$ cat src/rtl/philv_trace_unit_if.sv
// Trace record drain port for philv_trace_unit.
// The master (the trace unit) presents the head FIFO record along with rec_valid.
// The slave (the host-side consumer) answers with rec_ready.
//   rec_valid  FIFO non-empty
//   rec_ready  consumer accepts the head record
//   rec_cycle  cycle index of the head record
//   rec_state  controller state field of the head record
//   rec_pc     PC field of the head record
//   rec_instr  instruction field of the head record
interface philv_trace_unit_if #(
  parameter int unsigned PC_W    = 32,
  parameter int unsigned INSTR_W = 32,
  parameter int unsigned STATE_W = 4
);
  logic               rec_valid;
  logic               rec_ready;
  logic [15:0]        rec_cycle;
  logic [STATE_W-1:0] rec_state;
  logic [PC_W-1:0]    rec_pc;
  logic [INSTR_W-1:0] rec_instr;

  modport master (
    output rec_valid, rec_cycle, rec_state, rec_pc, rec_instr,
    input  rec_ready
  );

  modport slave (
    input  rec_valid, rec_cycle, rec_state, rec_pc, rec_instr,
    output rec_ready
  );
endinterface

$ cat src/rtl/philv_trace_unit.sv
// Run controller and trace capture for the Philosophy V core.
// The unit gates the core cycle enable in two modes: a run of num_cycles cycles, or a
// single step. Each enabled cycle snapshots {cycle_cnt, state_in, pc_in, instr_in} into
// a circular FIFO. The FIFO drains through the rec interface (master side).
//
// Optional build macro PHILV_TRACE_DROP_EN:
//   - core_en ignores FIFO full.
//   - Records that arrive while the FIFO is full are discarded and set the sticky
//     overflow flag.
//   - Without the macro, a full FIFO stalls the core and overflow stays 0.
//
// Ports:
//   clk, rstb          clock, synchronous active-low reset
//   start, num_cycles  begin a run of num_cycles cycles (num_cycles is sampled with start)
//   step               run exactly one core cycle
//   halt               abort the current run or step (combinational onto core_en)
//   core_en            core cycle enable
//   state_in, pc_in,   core snapshot captured on each enabled cycle
//   instr_in
//   busy, done         FSM not idle / one-cycle end-of-run pulse
//   overflow           sticky record-dropped flag
//   rec                record drain port
module philv_trace_unit #(
  parameter int unsigned PC_W       = 32,
  parameter int unsigned INSTR_W    = 32,
  parameter int unsigned STATE_W    = 4,
  parameter int unsigned DEPTH_LOG2 = 4
) (
  input  logic               clk,
  input  logic               rstb,
  input  logic               start,
  input  logic [15:0]        num_cycles,
  input  logic               step,
  input  logic               halt,
  output logic               core_en,
  input  logic [STATE_W-1:0] state_in,
  input  logic [PC_W-1:0]    pc_in,
  input  logic [INSTR_W-1:0] instr_in,
  output logic               busy,
  output logic               done,
  output logic               overflow,
  philv_trace_unit_if.master rec
);

  localparam int unsigned RecW  = 16 + STATE_W + PC_W + INSTR_W;
  localparam int unsigned Depth = 1 << DEPTH_LOG2;
  localparam logic [DEPTH_LOG2:0] PtrOne = 1;

  typedef enum logic [1:0] {StIdle, StRun, StStep, StDone} state_e;

  state_e                state_q;
  logic [15:0]           remaining_q;
  logic [15:0]           cycle_cnt_q;
  logic [DEPTH_LOG2:0]   wptr_q;
  logic [DEPTH_LOG2:0]   rptr_q;
  logic [RecW-1:0]       mem_q [Depth];
  logic [RecW-1:0]       head;

  logic full;
  logic empty;
  logic active;
  logic push;
  logic pop;

  assign full   = (wptr_q[DEPTH_LOG2] != rptr_q[DEPTH_LOG2]) &&
                  (wptr_q[DEPTH_LOG2-1:0] == rptr_q[DEPTH_LOG2-1:0]);
  assign empty  = (wptr_q == rptr_q);
  assign active = (state_q == StRun) || (state_q == StStep);

`ifdef PHILV_TRACE_DROP_EN
  assign core_en = active && !halt;
  assign push    = core_en && !full;
`else
  assign core_en = active && !halt && !full;
  assign push    = core_en;
`endif

  assign pop  = !empty && rec.rec_ready;
  assign head = mem_q[rptr_q[DEPTH_LOG2-1:0]];

  assign rec.rec_valid = !empty;
  assign {rec.rec_cycle, rec.rec_state, rec.rec_pc, rec.rec_instr} = head;

  assign busy = (state_q != StIdle);
  assign done = (state_q == StDone);

  // Storage has no reset; clearing the pointers discards the contents.
  always_ff @(posedge clk) begin
    if (push) begin
      mem_q[wptr_q[DEPTH_LOG2-1:0]] <= {cycle_cnt_q, state_in, pc_in, instr_in};
    end
  end

  always_ff @(posedge clk) begin
    if (!rstb) begin
      state_q     <= StIdle;
      remaining_q <= 16'd0;
      cycle_cnt_q <= 16'd0;
      wptr_q      <= '0;
      rptr_q      <= '0;
    end else begin
      if (push) begin
        wptr_q <= wptr_q + PtrOne;
      end
      if (pop) begin
        rptr_q <= rptr_q + PtrOne;
      end
      // cycle_cnt counts every enabled cycle, including any that are dropped.
      if (core_en) begin
        cycle_cnt_q <= cycle_cnt_q + 16'd1;
      end
      case (state_q)
        StIdle: begin
          if (start) begin
            if (num_cycles == 16'd0) begin
              state_q <= StDone;
            end else begin
              state_q     <= StRun;
              remaining_q <= num_cycles;
            end
          end else if (step) begin
            state_q <= StStep;
          end
        end
        StRun: begin
          if (halt) begin
            state_q <= StDone;
          end else if (core_en) begin
            remaining_q <= remaining_q - 16'd1;
            if (remaining_q == 16'd1) begin
              state_q <= StDone;
            end
          end
        end
        StStep: begin
          if (halt || core_en) begin
            state_q <= StDone;
          end
        end
        StDone: state_q <= StIdle;
        default: state_q <= StIdle;
      endcase
    end
  end

`ifdef PHILV_TRACE_DROP_EN
  logic overflow_q;

  always_ff @(posedge clk) begin
    if (!rstb) begin
      overflow_q <= 1'b0;
    end else if (core_en && full) begin
      overflow_q <= 1'b1;
    end
  end

  assign overflow = overflow_q;
`else
  assign overflow = 1'b0;
`endif

endmodule

$ cat src/flat_wrapper.sv
// flat-port wrapper written by rule: the top's interface ports become plain ports
module philv_trace_unit_flat 
#(
  parameter int unsigned PC_W       = 32,
  parameter int unsigned INSTR_W    = 32,
  parameter int unsigned STATE_W    = 4,
  parameter int unsigned DEPTH_LOG2 = 4
)
  (clk, rstb, start, num_cycles, step, halt, core_en, state_in, pc_in, instr_in, busy, done, overflow, rec_rec_valid, rec_rec_cycle, rec_rec_state, rec_rec_pc, rec_rec_instr, rec_rec_ready);
  philv_trace_unit_if #(.PC_W(PC_W), .INSTR_W(INSTR_W), .STATE_W(STATE_W)) rec_i ();
  input  logic clk;
  input  logic rstb;
  input  logic start;
  input  logic [15:0] num_cycles;
  input  logic step;
  input  logic halt;
  output logic core_en;
  input  logic [STATE_W-1:0] state_in;
  input  logic [PC_W-1:0] pc_in;
  input  logic [INSTR_W-1:0] instr_in;
  output logic busy;
  output logic done;
  output logic overflow;
  output wire logic [$bits(rec_i.rec_valid)-1:0] rec_rec_valid;
  output wire logic [$bits(rec_i.rec_cycle)-1:0] rec_rec_cycle;
  output wire logic [$bits(rec_i.rec_state)-1:0] rec_rec_state;
  output wire logic [$bits(rec_i.rec_pc)-1:0] rec_rec_pc;
  output wire logic [$bits(rec_i.rec_instr)-1:0] rec_rec_instr;
  input wire logic [$bits(rec_i.rec_ready)-1:0] rec_rec_ready;
  assign rec_rec_valid = rec_i.rec_valid;
  assign rec_rec_cycle = rec_i.rec_cycle;
  assign rec_rec_state = rec_i.rec_state;
  assign rec_rec_pc = rec_i.rec_pc;
  assign rec_rec_instr = rec_i.rec_instr;
  assign rec_i.rec_ready = rec_rec_ready;
  philv_trace_unit #(.PC_W(PC_W), .INSTR_W(INSTR_W), .STATE_W(STATE_W), .DEPTH_LOG2(DEPTH_LOG2)) u_core (.clk(clk), .rstb(rstb), .start(start), .num_cycles(num_cycles), .step(step), .halt(halt), .core_en(core_en), .state_in(state_in), .pc_in(pc_in), .instr_in(instr_in), .busy(busy), .done(done), .overflow(overflow), .rec(rec_i));
endmodule
$ cat config.mk
export PLATFORM = sky130hd
export DESIGN_NAME = philv_trace_unit_flat
export DESIGN_NICKNAME = d
export VERILOG_FILES = /design/src/rtl/philv_trace_unit_if.sv /design/src/rtl/philv_trace_unit.sv /design/src/flat_wrapper.sv
export SDC_FILE = /design/constraint.sdc
export NUM_CORES = 1
export LEC_CHECK = 0
export ABC_CLOCK_PERIOD_IN_PS = 11000
export BUFFER_PORTS_ARGS = -buffer_cell sky130_fd_sc_hd__buf_2
export CAP_MARGIN = 10
export CORE_ASPECT_RATIO = 1.4
export CORE_MARGIN = 2
export CORE_UTILIZATION = 55
export CTS_CLUSTER_DIAMETER = 150
export DETAILED_ROUTE_END_ITERATION = 16
export PLACE_DENSITY = 0.76
export SYNTH_ARGS = -nofsm -noshare
export SYNTH_HDL_FRONTEND = slang
export SYNTH_SLANG_ARGS = --single-unit
$ cat constraint.sdc
create_clock -name clk -period 11 [get_ports clk]
set_input_delay 1.65 -clock clk [delete_from_list [all_inputs] [get_ports clk]]
set_output_delay 1.65 -clock clk [all_outputs]
set_load 0.01 [all_outputs]
==> results.yml, run 1 <==
placement:
  dpl.hpwl_um: 55400
  place_congestion: 0.8012
  place_inst: 3531
  numPortBuffers: 177
yosys:
  synth_enable_flop_cells: 1344
  ys_types: 54
  yosysWarnings: 0
  async_flop_share_pct: 0
  syn_area_um2: 52980
  synthFlopType: "edfxtp_1"
  avgSynthCellArea_um2: 24.11
  synth_nets: 2300
  syn_inst: 2197
  synth-seq-cells: 1392
  ys_seq_area_share_pct: 77.99
power_and_ir_drop:
  power_density_nw_per_um2: 212.1
  sequentialPowerShare_pct: 48.5
  p_leak_nw: 17.87
  power_switching_share_pct: 24.49
  p_sw_mw: 3.088
  p_int_mw: 9.519
  combinationalPowerShare_pct: 17.3
  power.share.clock_pct: 34.2
  irDropWorstVdd_uv: 175.1
layout:
  drive_above_1_share_pct: 33.39
  fin_nets: 2531
  areaGrowthSynthToFinish_pct: 12.19
  fin_cells: 3756
drt:
  drt_iter0_drc: 2827
  vias_per_cell: 6.470
  drc_errors: 0
  wire_per_inst_um: 30.89
  ant_nets: 0
  drt_pass1_iterations: 7
  routed_wl_um: 116000
  num_vias: 24300
cts:
  clockBufferDepth: 3
  cts_max_level: 3
  cts.reportedPaths.clkPinSlew_ns: 0.07
  cts_buffers: 119
  cts_tree: "done"
  hold_buffers: 0
  cts.sinks: 1392
  root_buffer: "clkbuf_16"
  ctsResizeCount: 0
  clk_latency_ns: 0.72
  cts_setup_buffers: 0
global_routing:
  grt_max_degree: 195
  first_global_vias: 25580
  grt_first_pass_wirelength_um: 169200
  grt-ovfl-total: 0
  antenna_found_initial: 18
  track_usage_pct: 23.90
timing:
  setup_violations: 0
  hold_violations: 0
  setup_tns_ns: 0
  slew_headroom_pct: 15.11
  maxClockFrequency_ghz: 0.1613
  period_minus_slack_ns: 6.201
  period_share_pct: 56.38
  rsz0062_at_grt: "false"
  fin_skew_ns: 0.02904
  final_max_slew_viol_count: 0
  worstMarginPinSlew_ns: 1.273
outcome:
  outcome: "finished, final reports clean"
worst_setup_path:
  worst_setup_path_start_kind: "register"
  crit_type: "reg2out"
  cp_max_fo: 53
  worstPathArrival_ns: 4.55
  cp-end-kind: "output pin"
  cp.required_ns: 9.35
floorplanning:
  die-area_um2: 98860
  core_um2: 95400
  die_width_um: 266.3
  rows: 134
  io_pins: 179
  start_util_pct: 55.53
  die_y_um: 371.2
flow_run:
  maxCapViolations: 0
hold_path:
  hold_class: "reg2reg"
worst max-delay path, cell delays in order (launching register included):
cell     delay [ns]
dfxtp_4        0.79
buf_4          0.68
buf_4          0.91
mux4_2         0.60
mux4_2         0.56
buf_2          0.19
power by group through the flow:
stage	sequential [mW]	clock [mW]	combinational, mW
floorplan	6.19	0	1.62
global placement	6.21	0	2.14
detailed placement	6.23	0	2.19
CTS	6.12	4.37	2.21
global route	6.14	4.56	2.34
finish	6.12	4.31	2.18
metal layers:
layer  up-vias  wire, µm  track usage [%]
met3       206      9025            4.000
met2      1180     60300            40.48
met1     13020     43650            32.27
met4         4      3028            7.249
met5         -        23                0
li1       9893         -                -
cells in the final DEF, fill, tap and decap left out, drive strengths merged, types with 12 or more instances in the layout:
cell type,netlist,final
edfxtp,1344,1344
mux4,420,420
buf,57,219
clkbuf,52,153
nor2,56,56
dfxtp,48,48
clkinv,1,40
nand2,25,25
a21oi,20,20
xor2,19,19
o21ai,18,18
inv,13,16
bufinv,0,15
ha,13,13
nand3,12,12
nor4,12,12
state kept, by name, indices dropped and copies added (netlist names), named ones only:
name                cells
u_core.mem_q         1344
u_core.cycle_cnt_q     16
u_core.remaining_q     16
u_core.rptr_q           5
u_core.wptr_q           5
u_core.state_q          2
cell usage after synthesis, types with 2 or more instances:
library cell | count | share of area (%)
buf_4 | 3 | 0.043
a31oi_1 | 7 | 0.083
and3_1 | 6 | 0.071
nand4_1 | 10 | 0.12
nor2b_1 | 4 | 0.047
ha_1 | 13 | 0.31
and4_1 | 5 | 0.083
a21boi_0 | 2 | 0.028
nand3_1 | 12 | 0.11
nand2b_1 | 5 | 0.059
o21ai_0 | 14 | 0.13
buf_1 | 12 | 0.085
inv_1 | 13 | 0.092
o21ai_1 | 4 | 0.038
edfxtp_1 | 1344 | 76
nor4_1 | 10 | 0.12
a211oi_1 | 2 | 0.028
nor2_1 | 56 | 0.40
mux4_2 | 420 | 18
mux2i_1 | 3 | 0.057
clkbuf_1 | 52 | 0.37
buf_6 | 7 | 0.15
xor2_1 | 19 | 0.31
nand2_1 | 25 | 0.18
a21oi_1 | 19 | 0.18
buf_2 | 35 | 0.33
nor3_1 | 9 | 0.085
o41ai_1 | 2 | 0.033
xnor2_1 | 8 | 0.13
and2_1 | 2 | 0.024
dfxtp_1 | 48 | 1.8
o21a_1 | 4 | 0.057
stage by stage:
step                hold slack (ns)  instance area (µm²)  setup slack, ns  power, mW  util, %
finish                       0.4944                59440            4.799      12.61    62.30
detailed placement           0.4864                55370            5.418      8.425    58.04
CTS                          0.4966                59410            4.620      12.70    62.28
global route                 0.5303                59430            4.364      13.03    62.29
global placement             0.4674                55370            5.484      8.356    58.04
floorplan                    0.4538                52980            2.244      7.811        -
final cells by class:
type,count,area (µm²)
fillers,6095,35960
diodes,10,25.02
flip-flops and latches,1392,41330
repair buffers,219,1251
inverters,14,52.55
clock inverters,62,714.4
multi-input cells,682,11200
well taps,1224,1531
clock buffers,153,3326
kinds of logic (layout without fill, tap and decap cells):
family                     count (synthesis)  in the layout  synth area share [%]
DFF                                     1392           1392                 77.99
muxes                                    424            424                 17.93
and+or+nand+nor                          149            149                 1.398
buffers and inverters                    123            448                 1.075
AOI/OAI and AO/OA                         68             68                0.8432
xor gates and xnor gates                  27             27                0.4464
adders and majority gates                 13             13                0.3070
other                                      1             11              0.007078
final timing paths:
path,slack (ns),endpoint,depth (start not counted),startpoint
min,0.49,u_core.remaining_q[1],2,u_core.remaining_q[1]
max,4.80,rec_rec_cycle[9],5,register
min reg2reg,0.49,u_core.remaining_q[1],2,u_core.remaining_q[1]
max reg2reg,6.99,u_core.mem_q[2][20],8,u_core.wptr_q[2]
Power figures use the tool's default switching activity.
==> run 2, diff against run 1 <==
- ABC_CLOCK_PERIOD_IN_PS: 11000 -> 5200
- PLACE_DENSITY: 0.76 -> 0.79
- clock period: 11 -> 5.2 ns (I/O delays scaled with it)
==> run 2 against run 1 <==
  * Worst setup slack worse by 3.8 ns
  * Sequential power rose by 110%
  * Routed wire length is 2.0% higher
  * First-iteration DRC count is 4.6% higher
  * Clock power increased by 100%
  * Critical path type unchanged
==> results.yml, run 2 (synthesis results as in run 1) <==
outcome:
  outcome: "finished, final reports clean"
timing:
  setup_tns_ns: 0
  slew_headroom_pct: 23.59
  final_max_slew_viol_count: 0
  setup_violations: 0
  rsz0062_at_grt: "false"
  period_minus_slack_ns: 4.249
  hold_violations: 0
  period_share_pct: 81.72
  fin_skew_ns: 0.02520
  whs_ns: 0.3535
  worstMarginPinSlew_ns: 1.146
  maxClockFrequency_ghz: 0.2353
  finalWorstSetupSlack_ns: 0.9508
cts:
  hold_buffers: 0
  cts.reportedPaths.clkPinSlew_ns: 0.07
  cts_max_level: 3
  cts_setup_buffers: 0
  clockBufferDepth: 3
  clk_latency_ns: 0.72
  cts_tree: "done"
  root_buffer: "clkbuf_16"
  ctsResizeCount: 0
  cts_buffers: 121
  cts.sinks: 1392
global_routing:
  grt_max_degree: 85
  grt-ovfl-total: 0
  track_usage_pct: 24.42
  first_global_vias: 25760
  grt_first_pass_wirelength_um: 173800
  antenna_found_initial: 15
power_and_ir_drop:
  combinationalPowerShare_pct: 17.9
  p_int_mw: 19.89
  sequentialPowerShare_pct: 48.8
  power_density_nw_per_um2: 445.0
  total_power_mw: 26.56
  power_switching_share_pct: 25.10
  irDropWorstVdd_uv: 362.9
  p_sw_mw: 6.666
  p_leak_nw: 17.89
  power.share.clock_pct: 33.2
drt:
  ant_nets: 0
  wire_per_inst_um: 31.42
  drc_errors: 0
  num_vias: 24890
  drt_pass1_iterations: 6
  drt_iter0_drc: 2956
  routed_wl_um: 118300
  vias_per_cell: 6.611
placement:
  place_congestion: 0.8249
  place_area_um2: 55820
  numPortBuffers: 177
  dpl.hpwl_um: 57910
  dp_slack_ns: 1.688
floorplanning:
  io_pins: 179
  start_util_pct: 55.53
  die-area_um2: 98860
  core_um2: 95400
  die_width_um: 266.3
  die_y_um: 371.2
  rows: 134
flow_run:
  maxCapViolations: 0
hold_path:
  hold_class: "in2reg"
  min_from: "rstb"
worst_setup_path:
  worstPathArrival_ns: 3.47
  cp-end-kind: "output pin"
  cp.required_ns: 4.42
  worst_setup_path_start_kind: "register"
  r2r-start: "u_core.wptr_q[3]"
  crit_type: "reg2out"
  cp_max_fo: 65
layout:
  final_common_cell: "edfxtp_1"
  mostFrequentLayoutCells: "edfxtp_1, mux4_2, buf_2"
  areaGrowthSynthToFinish_pct: 12.64
  largest_reg_flops: 1344
  final_area_um2: 59680
  drive_above_1_share_pct: 33.68
  fin_nets: 2548
==> run 2: cell count changes in the layout (fill, tap and decap cells not counted), sizes merged, moves of 2 or more <==
cell	previous run	this run
buf	219	234
diode	10	5
clkbuf	153	149
bufinv	15	12
clkinvlp	5	8
inv	16	18
==> run 2: final cells by class <==
type                    instances  area [µm²]
well taps                    1224        1531
diodes                          5       12.51
clock buffers                 149        3176
clock inverters                65       666.9
repair buffers                234        1677
multi-input cells             682       11230
fillers                      6007       35720
flip-flops and latches       1392       41330
inverters                      14       52.55
==> run 2: power groups by stage <==
| stage | clock network (mW) | registers [mW] | logic [mW] |
|---|---|---|---|
| after global placement | 0 | 13.1 | 4.63 |
| after global routing | 9.34 | 13.0 | 5.06 |
| after CTS | 8.95 | 13.0 | 4.81 |
| after floorplan | 0 | 13.1 | 3.42 |
| final | 8.83 | 13.0 | 4.76 |
| after detailed placement | 0 | 13.2 | 4.75 |
==> run 2: path summary, 6_finish.rpt <==
path	slack (ns)	endpoint	cells past startpoint
hold / removal	0.35	u_core.remaining_q[13]	2
setup reg to reg	1.69	u_core.mem_q[11][28]	7
hold reg to reg	0.51	u_core.remaining_q[14]	2
setup / recovery	0.95	rec_rec_cycle[5]	4
==> run 2: worst max-delay path, cell delays in order, from the launching register on <==
cell and delay, ns:
dfxtp_4 1.06, buf_4 0.48, mux4_2 0.38, mux4_2 0.56, buf_2 0.18
==> run 2: per-stage QoR <==
step           instances  util, %
2_1_floorplan       2197        -
3_3_place_gp        3546    58.51
3_5_place_dp        3546    58.51
4_1_cts             3760    62.54
5_1_grt             3764    62.55
6_report            3765    62.55
==> run 2: layer usage <==
layer	GRT usage (%)	wire, µm	part of all wire (%)
met5	0	34	0.029
met4	8.254	3500	3.0
met3	3.510	9163	7.7
met2	41.39	61750	52
met1	33.02	43850	37
